### config.mk
export PLATFORM = sky130hd
export DESIGN_NAME = mult_share_ctrl_flat
export DESIGN_NICKNAME = d
export VERILOG_FILES = /design/src/rtl/mult_share_pkg.sv /design/src/rtl/mult_share_ctrl_if.sv /design/src/rtl/mult_share_ctrl_rr_arbiter.sv /design/src/rtl/mult_share_ctrl.sv /design/src/flat_wrapper.sv
export SDC_FILE = /design/constraint.sdc
export NUM_CORES = 1
export LEC_CHECK = 0
export ABC_AREA = 1
export BUFFER_PORTS_ARGS = -buffer_cell sky130_fd_sc_hd__buf_2
export CORE_AREA = 5 5 177 179
export CTS_BUF_LIST = sky130_fd_sc_hd__clkbuf_4
export CTS_CLUSTER_DIAMETER = 80
export CTS_CLUSTER_SIZE = 28
export DETAILED_ROUTE_END_ITERATION = 6
export DIE_AREA = 0 0 182 184
export SLEW_MARGIN = 5
export SYNTH_ARGS = -nofsm -noshare
export SYNTH_HDL_FRONTEND = slang
export SYNTH_HIERARCHICAL = 1
export SYNTH_SLANG_ARGS = --single-unit
### constraint.sdc
create_clock -name clk -period 3.2 [get_ports clk]
set_input_delay 0.32 -clock clk [delete_from_list [all_inputs] [get_ports clk]]
set_output_delay 0.32 -clock clk [all_outputs]
set_load 0.01 [all_outputs]
### src/rtl/mult_share_pkg.sv
// Shared types and defaults for the shared-multiplier controller.
// Imported by the interface, the arbiter and the controller top.
package mult_share_pkg;

  typedef enum logic [2:0] {
    IDLE      = 3'd0,
    START     = 3'd1,
    WAIT_BUSY = 3'd2,
    RUN       = 3'd3,
    DONE      = 3'd4
  } state_e;

  localparam int DEF_NUM_REQ  = 4;
  localparam int DEF_ID_W     = $clog2(DEF_NUM_REQ);
  localparam int DEF_BUSY_TMO = 4;
  localparam int OPND_W       = 32;
  localparam int PROD_W       = 64;

  // Width of a counter that must hold 0..n-1; never narrower than one bit.
  function automatic int cnt_width(input int n);
    return (n > 1) ? $clog2(n) : 1;
  endfunction

endpackage

### src/rtl/mult_share_ctrl_if.sv
// Requester and multiplier bus of the shared-multiplier controller.
// master = controller side, slave = requesters plus the multiplier.
interface mult_share_ctrl_if
  import mult_share_pkg::*;
#(
  parameter int NUM_REQ = DEF_NUM_REQ,
  parameter int ID_W    = DEF_ID_W
);

  logic [NUM_REQ-1:0]        req_valid;
  logic [NUM_REQ*OPND_W-1:0] req_a;
  logic [NUM_REQ*OPND_W-1:0] req_b;
  logic [NUM_REQ-1:0]        req_ready;
  logic [NUM_REQ-1:0]        resp_valid;
  logic [ID_W-1:0]           resp_id;
  logic [PROD_W-1:0]         resp_product;
  logic                      mul_start;
  logic [OPND_W-1:0]         mul_a;
  logic [OPND_W-1:0]         mul_b;
  logic                      mul_busy;
  logic [PROD_W-1:0]         mul_product;
  logic                      arb_busy;

  modport master (
    input  req_valid, req_a, req_b, mul_busy, mul_product,
    output req_ready, resp_valid, resp_id, resp_product,
           mul_start, mul_a, mul_b, arb_busy
  );

  modport slave (
    output req_valid, req_a, req_b, mul_busy, mul_product,
    input  req_ready, resp_valid, resp_id, resp_product,
           mul_start, mul_a, mul_b, arb_busy
  );

endinterface

### src/rtl/mult_share_ctrl_rr_arbiter.sv
// Combinational round-robin pick: first asserted request at or above ptr_i,
// wrapping modulo NUM_REQ. The pointer register lives in the parent.
module rr_arbiter
  import mult_share_pkg::*;
#(
  parameter int NUM_REQ = DEF_NUM_REQ,
  parameter int ID_W    = DEF_ID_W
) (
  input  logic [NUM_REQ-1:0] req_i,
  input  logic [ID_W-1:0]    ptr_i,
  output logic [NUM_REQ-1:0] grant_o,
  output logic [ID_W-1:0]    idx_o,
  output logic               any_o
);

  logic [ID_W-1:0] cand;

  always_comb begin
    grant_o = '0;
    idx_o   = '0;
    any_o   = 1'b0;
    cand    = '0;
    for (int k = 0; k < NUM_REQ; k++) begin
      cand = ID_W'((int'(ptr_i) + k) % NUM_REQ);
      if (!any_o && req_i[cand]) begin
        any_o         = 1'b1;
        grant_o[cand] = 1'b1;
        idx_o         = cand;
      end
    end
  end

endmodule

### src/rtl/mult_share_ctrl.sv
// Shares one iterative 32x32 multiplier among NUM_REQ requesters: round-robin
// accept, start/busy sequencing with a busy-rise timeout, one-cycle response.
module mult_share_ctrl
  import mult_share_pkg::*;
#(
  parameter int NUM_REQ  = DEF_NUM_REQ,
  parameter int ID_W     = (NUM_REQ > 1) ? $clog2(NUM_REQ) : 1,
  parameter int BUSY_TMO = DEF_BUSY_TMO
) (
  input  logic              clk,
  input  logic              reset,
  mult_share_ctrl_if.master bus
);

  localparam int              CNT_W    = cnt_width(BUSY_TMO);
  localparam logic [CNT_W-1:0] TMO_LAST = CNT_W'(BUSY_TMO - 1);

  state_e              state_q;
  logic [ID_W-1:0]     rr_ptr_q;
  logic [ID_W-1:0]     rr_ptr_d;
  logic [ID_W-1:0]     cur_id_q;
  logic [CNT_W-1:0]    tmo_cnt_q;
  logic [OPND_W-1:0]   mul_a_q;
  logic [OPND_W-1:0]   mul_b_q;
  logic                mul_start_q;
  logic [NUM_REQ-1:0]  resp_valid_q;
  logic [ID_W-1:0]     resp_id_q;
  logic [PROD_W-1:0]   resp_product_q;

  logic [NUM_REQ-1:0]  grant;
  logic [ID_W-1:0]     grant_idx;
  logic                any_req;
  logic                accept;
  logic                enter_done;
  logic [OPND_W-1:0]   sel_a;
  logic [OPND_W-1:0]   sel_b;

  function automatic logic [NUM_REQ-1:0] onehot(input logic [ID_W-1:0] id);
    logic [NUM_REQ-1:0] v;
    v     = '0;
    v[id] = 1'b1;
    return v;
  endfunction

  rr_arbiter #(
    .NUM_REQ (NUM_REQ),
    .ID_W    (ID_W)
  ) u_arb (
    .req_i   (bus.req_valid),
    .ptr_i   (rr_ptr_q),
    .grant_o (grant),
    .idx_o   (grant_idx),
    .any_o   (any_req)
  );

  // Reset masks the combinational accept so no grant is shown while resetting.
  assign accept = (state_q == IDLE) && any_req && !reset;

  assign rr_ptr_d = (cur_id_q == ID_W'(NUM_REQ - 1)) ? '0 : cur_id_q + 1'b1;

  // A multiplier that never raises busy is treated as a zero-length operation.
  assign enter_done = !bus.mul_busy &&
                      (((state_q == WAIT_BUSY) && (tmo_cnt_q == TMO_LAST)) ||
                       (state_q == RUN));

  always_comb begin
    sel_a = '0;
    sel_b = '0;
    for (int i = 0; i < NUM_REQ; i++) begin
      if (grant[i]) begin
        sel_a = bus.req_a[OPND_W*i +: OPND_W];
        sel_b = bus.req_b[OPND_W*i +: OPND_W];
      end
    end
  end

  always_ff @(posedge clk) begin
    if (reset) begin
      state_q        <= IDLE;
      rr_ptr_q       <= '0;
      cur_id_q       <= '0;
      tmo_cnt_q      <= '0;
      mul_a_q        <= '0;
      mul_b_q        <= '0;
      mul_start_q    <= 1'b0;
      resp_valid_q   <= '0;
      resp_id_q      <= '0;
      resp_product_q <= '0;
    end else begin
      mul_start_q  <= 1'b0;
      resp_valid_q <= '0;

      if (enter_done) begin
        resp_valid_q   <= onehot(cur_id_q);
        resp_id_q      <= cur_id_q;
        resp_product_q <= bus.mul_product;
      end

      case (state_q)
        IDLE: begin
          if (accept) begin
            mul_a_q     <= sel_a;
            mul_b_q     <= sel_b;
            cur_id_q    <= grant_idx;
            mul_start_q <= 1'b1;
            state_q     <= START;
          end
        end
        START: begin
          tmo_cnt_q <= '0;
          state_q   <= WAIT_BUSY;
        end
        WAIT_BUSY: begin
          if (bus.mul_busy) begin
            state_q <= RUN;
          end else if (tmo_cnt_q == TMO_LAST) begin
            state_q <= DONE;
          end else begin
            tmo_cnt_q <= tmo_cnt_q + 1'b1;
          end
        end
        RUN: begin
          if (!bus.mul_busy) state_q <= DONE;
        end
        DONE: begin
          rr_ptr_q <= rr_ptr_d;
          state_q  <= IDLE;
        end
        default: state_q <= IDLE;
      endcase
    end
  end

  assign bus.req_ready    = accept ? grant : '0;
  assign bus.resp_valid   = resp_valid_q;
  assign bus.resp_id      = resp_id_q;
  assign bus.resp_product = resp_product_q;
  assign bus.mul_start    = mul_start_q;
  assign bus.mul_a        = mul_a_q;
  assign bus.mul_b        = mul_b_q;
  assign bus.arb_busy     = (state_q != IDLE);

endmodule

### src/flat_wrapper.sv
// flat-port wrapper written by rule: the top's interface ports become plain ports
module mult_share_ctrl_flat import mult_share_pkg::*;
#(
  parameter int NUM_REQ  = DEF_NUM_REQ,
  parameter int ID_W     = (NUM_REQ > 1) ? $clog2(NUM_REQ) : 1,
  parameter int BUSY_TMO = DEF_BUSY_TMO
)
  (clk, reset, bus_req_valid, bus_req_a, bus_req_b, bus_mul_busy, bus_mul_product, bus_req_ready, bus_resp_valid, bus_resp_id, bus_resp_product, bus_mul_start, bus_mul_a, bus_mul_b, bus_arb_busy);
  mult_share_ctrl_if #(.NUM_REQ(NUM_REQ), .ID_W(ID_W)) bus_i ();
  input  logic clk;
  input  logic reset;
  input wire logic [$bits(bus_i.req_valid)-1:0] bus_req_valid;
  input wire logic [$bits(bus_i.req_a)-1:0] bus_req_a;
  input wire logic [$bits(bus_i.req_b)-1:0] bus_req_b;
  input wire logic [$bits(bus_i.mul_busy)-1:0] bus_mul_busy;
  input wire logic [$bits(bus_i.mul_product)-1:0] bus_mul_product;
  output wire logic [$bits(bus_i.req_ready)-1:0] bus_req_ready;
  output wire logic [$bits(bus_i.resp_valid)-1:0] bus_resp_valid;
  output wire logic [$bits(bus_i.resp_id)-1:0] bus_resp_id;
  output wire logic [$bits(bus_i.resp_product)-1:0] bus_resp_product;
  output wire logic [$bits(bus_i.mul_start)-1:0] bus_mul_start;
  output wire logic [$bits(bus_i.mul_a)-1:0] bus_mul_a;
  output wire logic [$bits(bus_i.mul_b)-1:0] bus_mul_b;
  output wire logic [$bits(bus_i.arb_busy)-1:0] bus_arb_busy;
  assign bus_i.req_valid = bus_req_valid;
  assign bus_i.req_a = bus_req_a;
  assign bus_i.req_b = bus_req_b;
  assign bus_i.mul_busy = bus_mul_busy;
  assign bus_i.mul_product = bus_mul_product;
  assign bus_req_ready = bus_i.req_ready;
  assign bus_resp_valid = bus_i.resp_valid;
  assign bus_resp_id = bus_i.resp_id;
  assign bus_resp_product = bus_i.resp_product;
  assign bus_mul_start = bus_i.mul_start;
  assign bus_mul_a = bus_i.mul_a;
  assign bus_mul_b = bus_i.mul_b;
  assign bus_arb_busy = bus_i.arb_busy;
  mult_share_ctrl #(.NUM_REQ(NUM_REQ), .ID_W(ID_W), .BUSY_TMO(BUSY_TMO)) u_core (.clk(clk), .reset(reset), .bus(bus_i));
endmodule
==> metrics.yaml <==
die_area_mm2: 0.03349
grt_setup_unrepaired: "false"
fin_setup_tns_ns: 0
yosysWarnings: 6
coreArea_mm2: 0.02940
cts_sinks: 144
synthCells: 1251
worstHoldPathType: "in2reg"
ys_types: 26
tightest_slew_ns: 0.8575
port_buffers: 466
period_share_pct: 94.64
routed_via_density: 4.676
postSynthAreaPerCell_um2: 6.166
clock_skew_ns: 0.01943
crit_arrival_ns: 2.71
r2r_end: "u_core/bus.mul_a[29]$_SDFFE_PP0P_"
final_common_cell: "buf_2"
grt_pass1_vias: 9836
clkLatencyLatePin_ns: 0.57
cts-root-buf: "clkbuf_4"
min_path_cells: 5
drtIter0Drc: 574
grt_first_pass_wirelength_mm: 54.72
design_area_mm2: 0.01166
ant_nets: 0
max_cap_viol_count: 0
synth-main-ff-cell: "dfxtp_1"
start_kind: "flip-flop"
cp_max_fo: 48
cp.required_ns: 2.88
totalWireLength_mm: 36.84
io_pins: 467
crit_type: "reg2out"
grt_overflow: 0
drc: 0
ir_worst_vdd_uv: 266.5
setup_viol: 0
hold_end: "u_core/bus.mul_a[17]$_SDFFE_PP0P_"
synth_top_area_share_pct: 37.37
track_usage_pct: 20.53
yosys-top-cells-area: "dfxtp_1 (37%), nand2_1 (18%), nor2_1 (14%), a21oi_1 (7.0%), o21ai_0 (6.1%)"
final_cell_mix: "buf_2 (466), nand2_1 (367), nor2_1 (283)"
syn2layout_area_growth_pct: 51.11
worstRegToRegCells: 17
async_flop_share_pct: 0
n_fill_cell: 3130
synth.largest_area_cell: "dfxtp_1"
synth-seq-area-share_pct: 37.37
status: "finished clean"
slew_headroom_pct: 42.83
ff2ff_setup_slack_ns: 0.49
end_kind: "output pin"
hold_violations: 0
start_util_pct: 26.24
die_w_um: 182
synth_fp_nets: 1588
regArea_mm2: 0.002887
globalplace.congestion: 0.9435
fin_crit_ns: 3.028
vias: 10160
clk_path_buf_depth: 2
cts_htree_levels: 4
post_drt_wl_per_cell_um: 16.96
slew_violations: 0
numCtsBuffers: 17
clkTransAtPathRegs_ns: 0.14
hpwl_mm: 26.24
hold_start: "bus_req_a[81]"
multiInputGateArea_mm2: 0.004362
nNetsFinal: 2094
power.density_mw_per_mm2: 530.8
placed_area_mm2: 0.01043
synth-edff-count: 0
reg2reg_from: "u_core/rr_ptr_q[1]$_SDFFE_PP0N_"
drt_pass1_iterations: 5
timing.fmax_mhz: 330.2
grt_max_degree: 91
synthesis.area_mm2: 0.007714
ys_seq_elements: 144
die_y_um: 184
cts_tree: "done"
p_leak_nw: 6.404
num_rows: 63
antenna_found_initial: 16
drive_above_1_share_pct: 31.75
==> stage by stage <==
stage	std cells	power [mW]	util, %	hold WS, ns	worst slack (ns)
finish	2172	6.187	39.64	0.06880	0.1716
global route	2171	6.655	39.64	0.02558	0.004466
CTS	2156	6.272	39.39	0.0005596	0.02304
detailed placement	2041	4.779	35.47	0.4548	0.2711
global placement	2041	4.760	35.47	0.4481	0.3395
floorplan	1251	3.705	-	0.4549	0.5576
==> final cells by class <==
type / count / area share, %
multi-input combinational: 988 / 37.42
timing repair buffer: 576 / 29.67
sequential: 144 / 24.76
tap: 390 / 4.186
clock inverter: 15 / 1.567
clock buffer: 17 / 1.095
inverter: 30 / 1.041
antenna: 12 / 0.2576
==> worst max-delay path, stage by stage (launching register included) <==
cell and delay (ns):
dfxtp_4 0.40, clkinvlp_4 0.15, ha_4 0.32, inv_1 0.07
nand2_1 0.08, nand2_2 0.06, nor2_4 0.13, buf_4 0.15
nand3_1 0.10, nand3_2 0.12, clkinv_2 0.10, buf_12 0.19
nor2_1 0.12, buf_2 0.14
==> report_power, final <==
group          switching [mW]  total, mW  internal (mW)
combinational            1.57       2.54          0.976
clock                   0.794       1.35          0.552
sequential              0.184       2.30           2.11
total                    2.54       6.19           3.64
==> kinds of logic after synthesis <==
kind of cell	share of synthesized area [%]
simple gates	39.85
compound gates	14.18
flops	37.37
buf+inv	6.975
fa+ha+maj	1.622
==> how the worst max path moves through the flow <==
stage                               startpoint                                 to  slack [ns]  cells past startpoint
6_report       u_core/rr_ptr_q[1]$_SDFFE_PP0N_                   bus_req_ready[3]        0.17                     13
5_1_grt        u_core/rr_ptr_q[1]$_SDFFE_PP0N_                   bus_req_ready[3]       0.004                     13
4_1_cts        u_core/rr_ptr_q[1]$_SDFFE_PP0N_                   bus_req_ready[3]        0.02                     13
3_5_place_dp   u_core/rr_ptr_q[1]$_SDFFE_PP0N_  u_core/bus.mul_a[29]$_SDFFE_PP0P_        0.27                     15
3_3_place_gp   u_core/rr_ptr_q[1]$_SDFFE_PP0N_  u_core/bus.mul_a[29]$_SDFFE_PP0P_        0.34                     15
2_1_floorplan  u_core/rr_ptr_q[0]$_SDFFE_PP0N_                   bus_req_ready[3]        0.56                     13
==> cell usage after synthesis, drive strengths merged (4+ instances only) <==
| master | number |
|---|---|
| clkbuf | 47 |
| buf | 42 |
| dfxtp | 144 |
| nand4 | 10 |
| inv | 30 |
| nand2 | 376 |
| nand3 | 85 |
| ha | 10 |
| a21boi | 4 |
| nor2 | 290 |
| a21oi | 108 |
| o21ai | 103 |
==> per-layer routing <==
metal  track usage [%]  part of all wire [%]
met1             24.42                    39
met2             34.30                    48
met3             6.272                   9.2
met4             9.036                   3.5
met5                 0                  0.11
==> state kept, by name, indices dropped and copies added, names as in the netlist, 2 cells and up <==
signal	count
u_core/cur_id_q	2
u_core/state_q	3
u_core/bus.resp_valid	4
u_core/bus.mul_b	32
u_core/bus.mul_a	32
u_core/bus.resp_id	2
u_core/rr_ptr_q	2
u_core/tmo_cnt_q	2
u_core/bus.resp_product	64
==> timing repair <==
action | in CTS | in global routing
setup buffers | 6 | 4
hold endpoints to repair | 77 | 0
gates cloned | 0 | 0
setup endpoints to repair | 4 | 4
gates resized for setup | 6 | 5
hold buffers | 77 | 0
pin swaps | 4 | 2
Note: power is estimated with default switching activity, not from simulation.
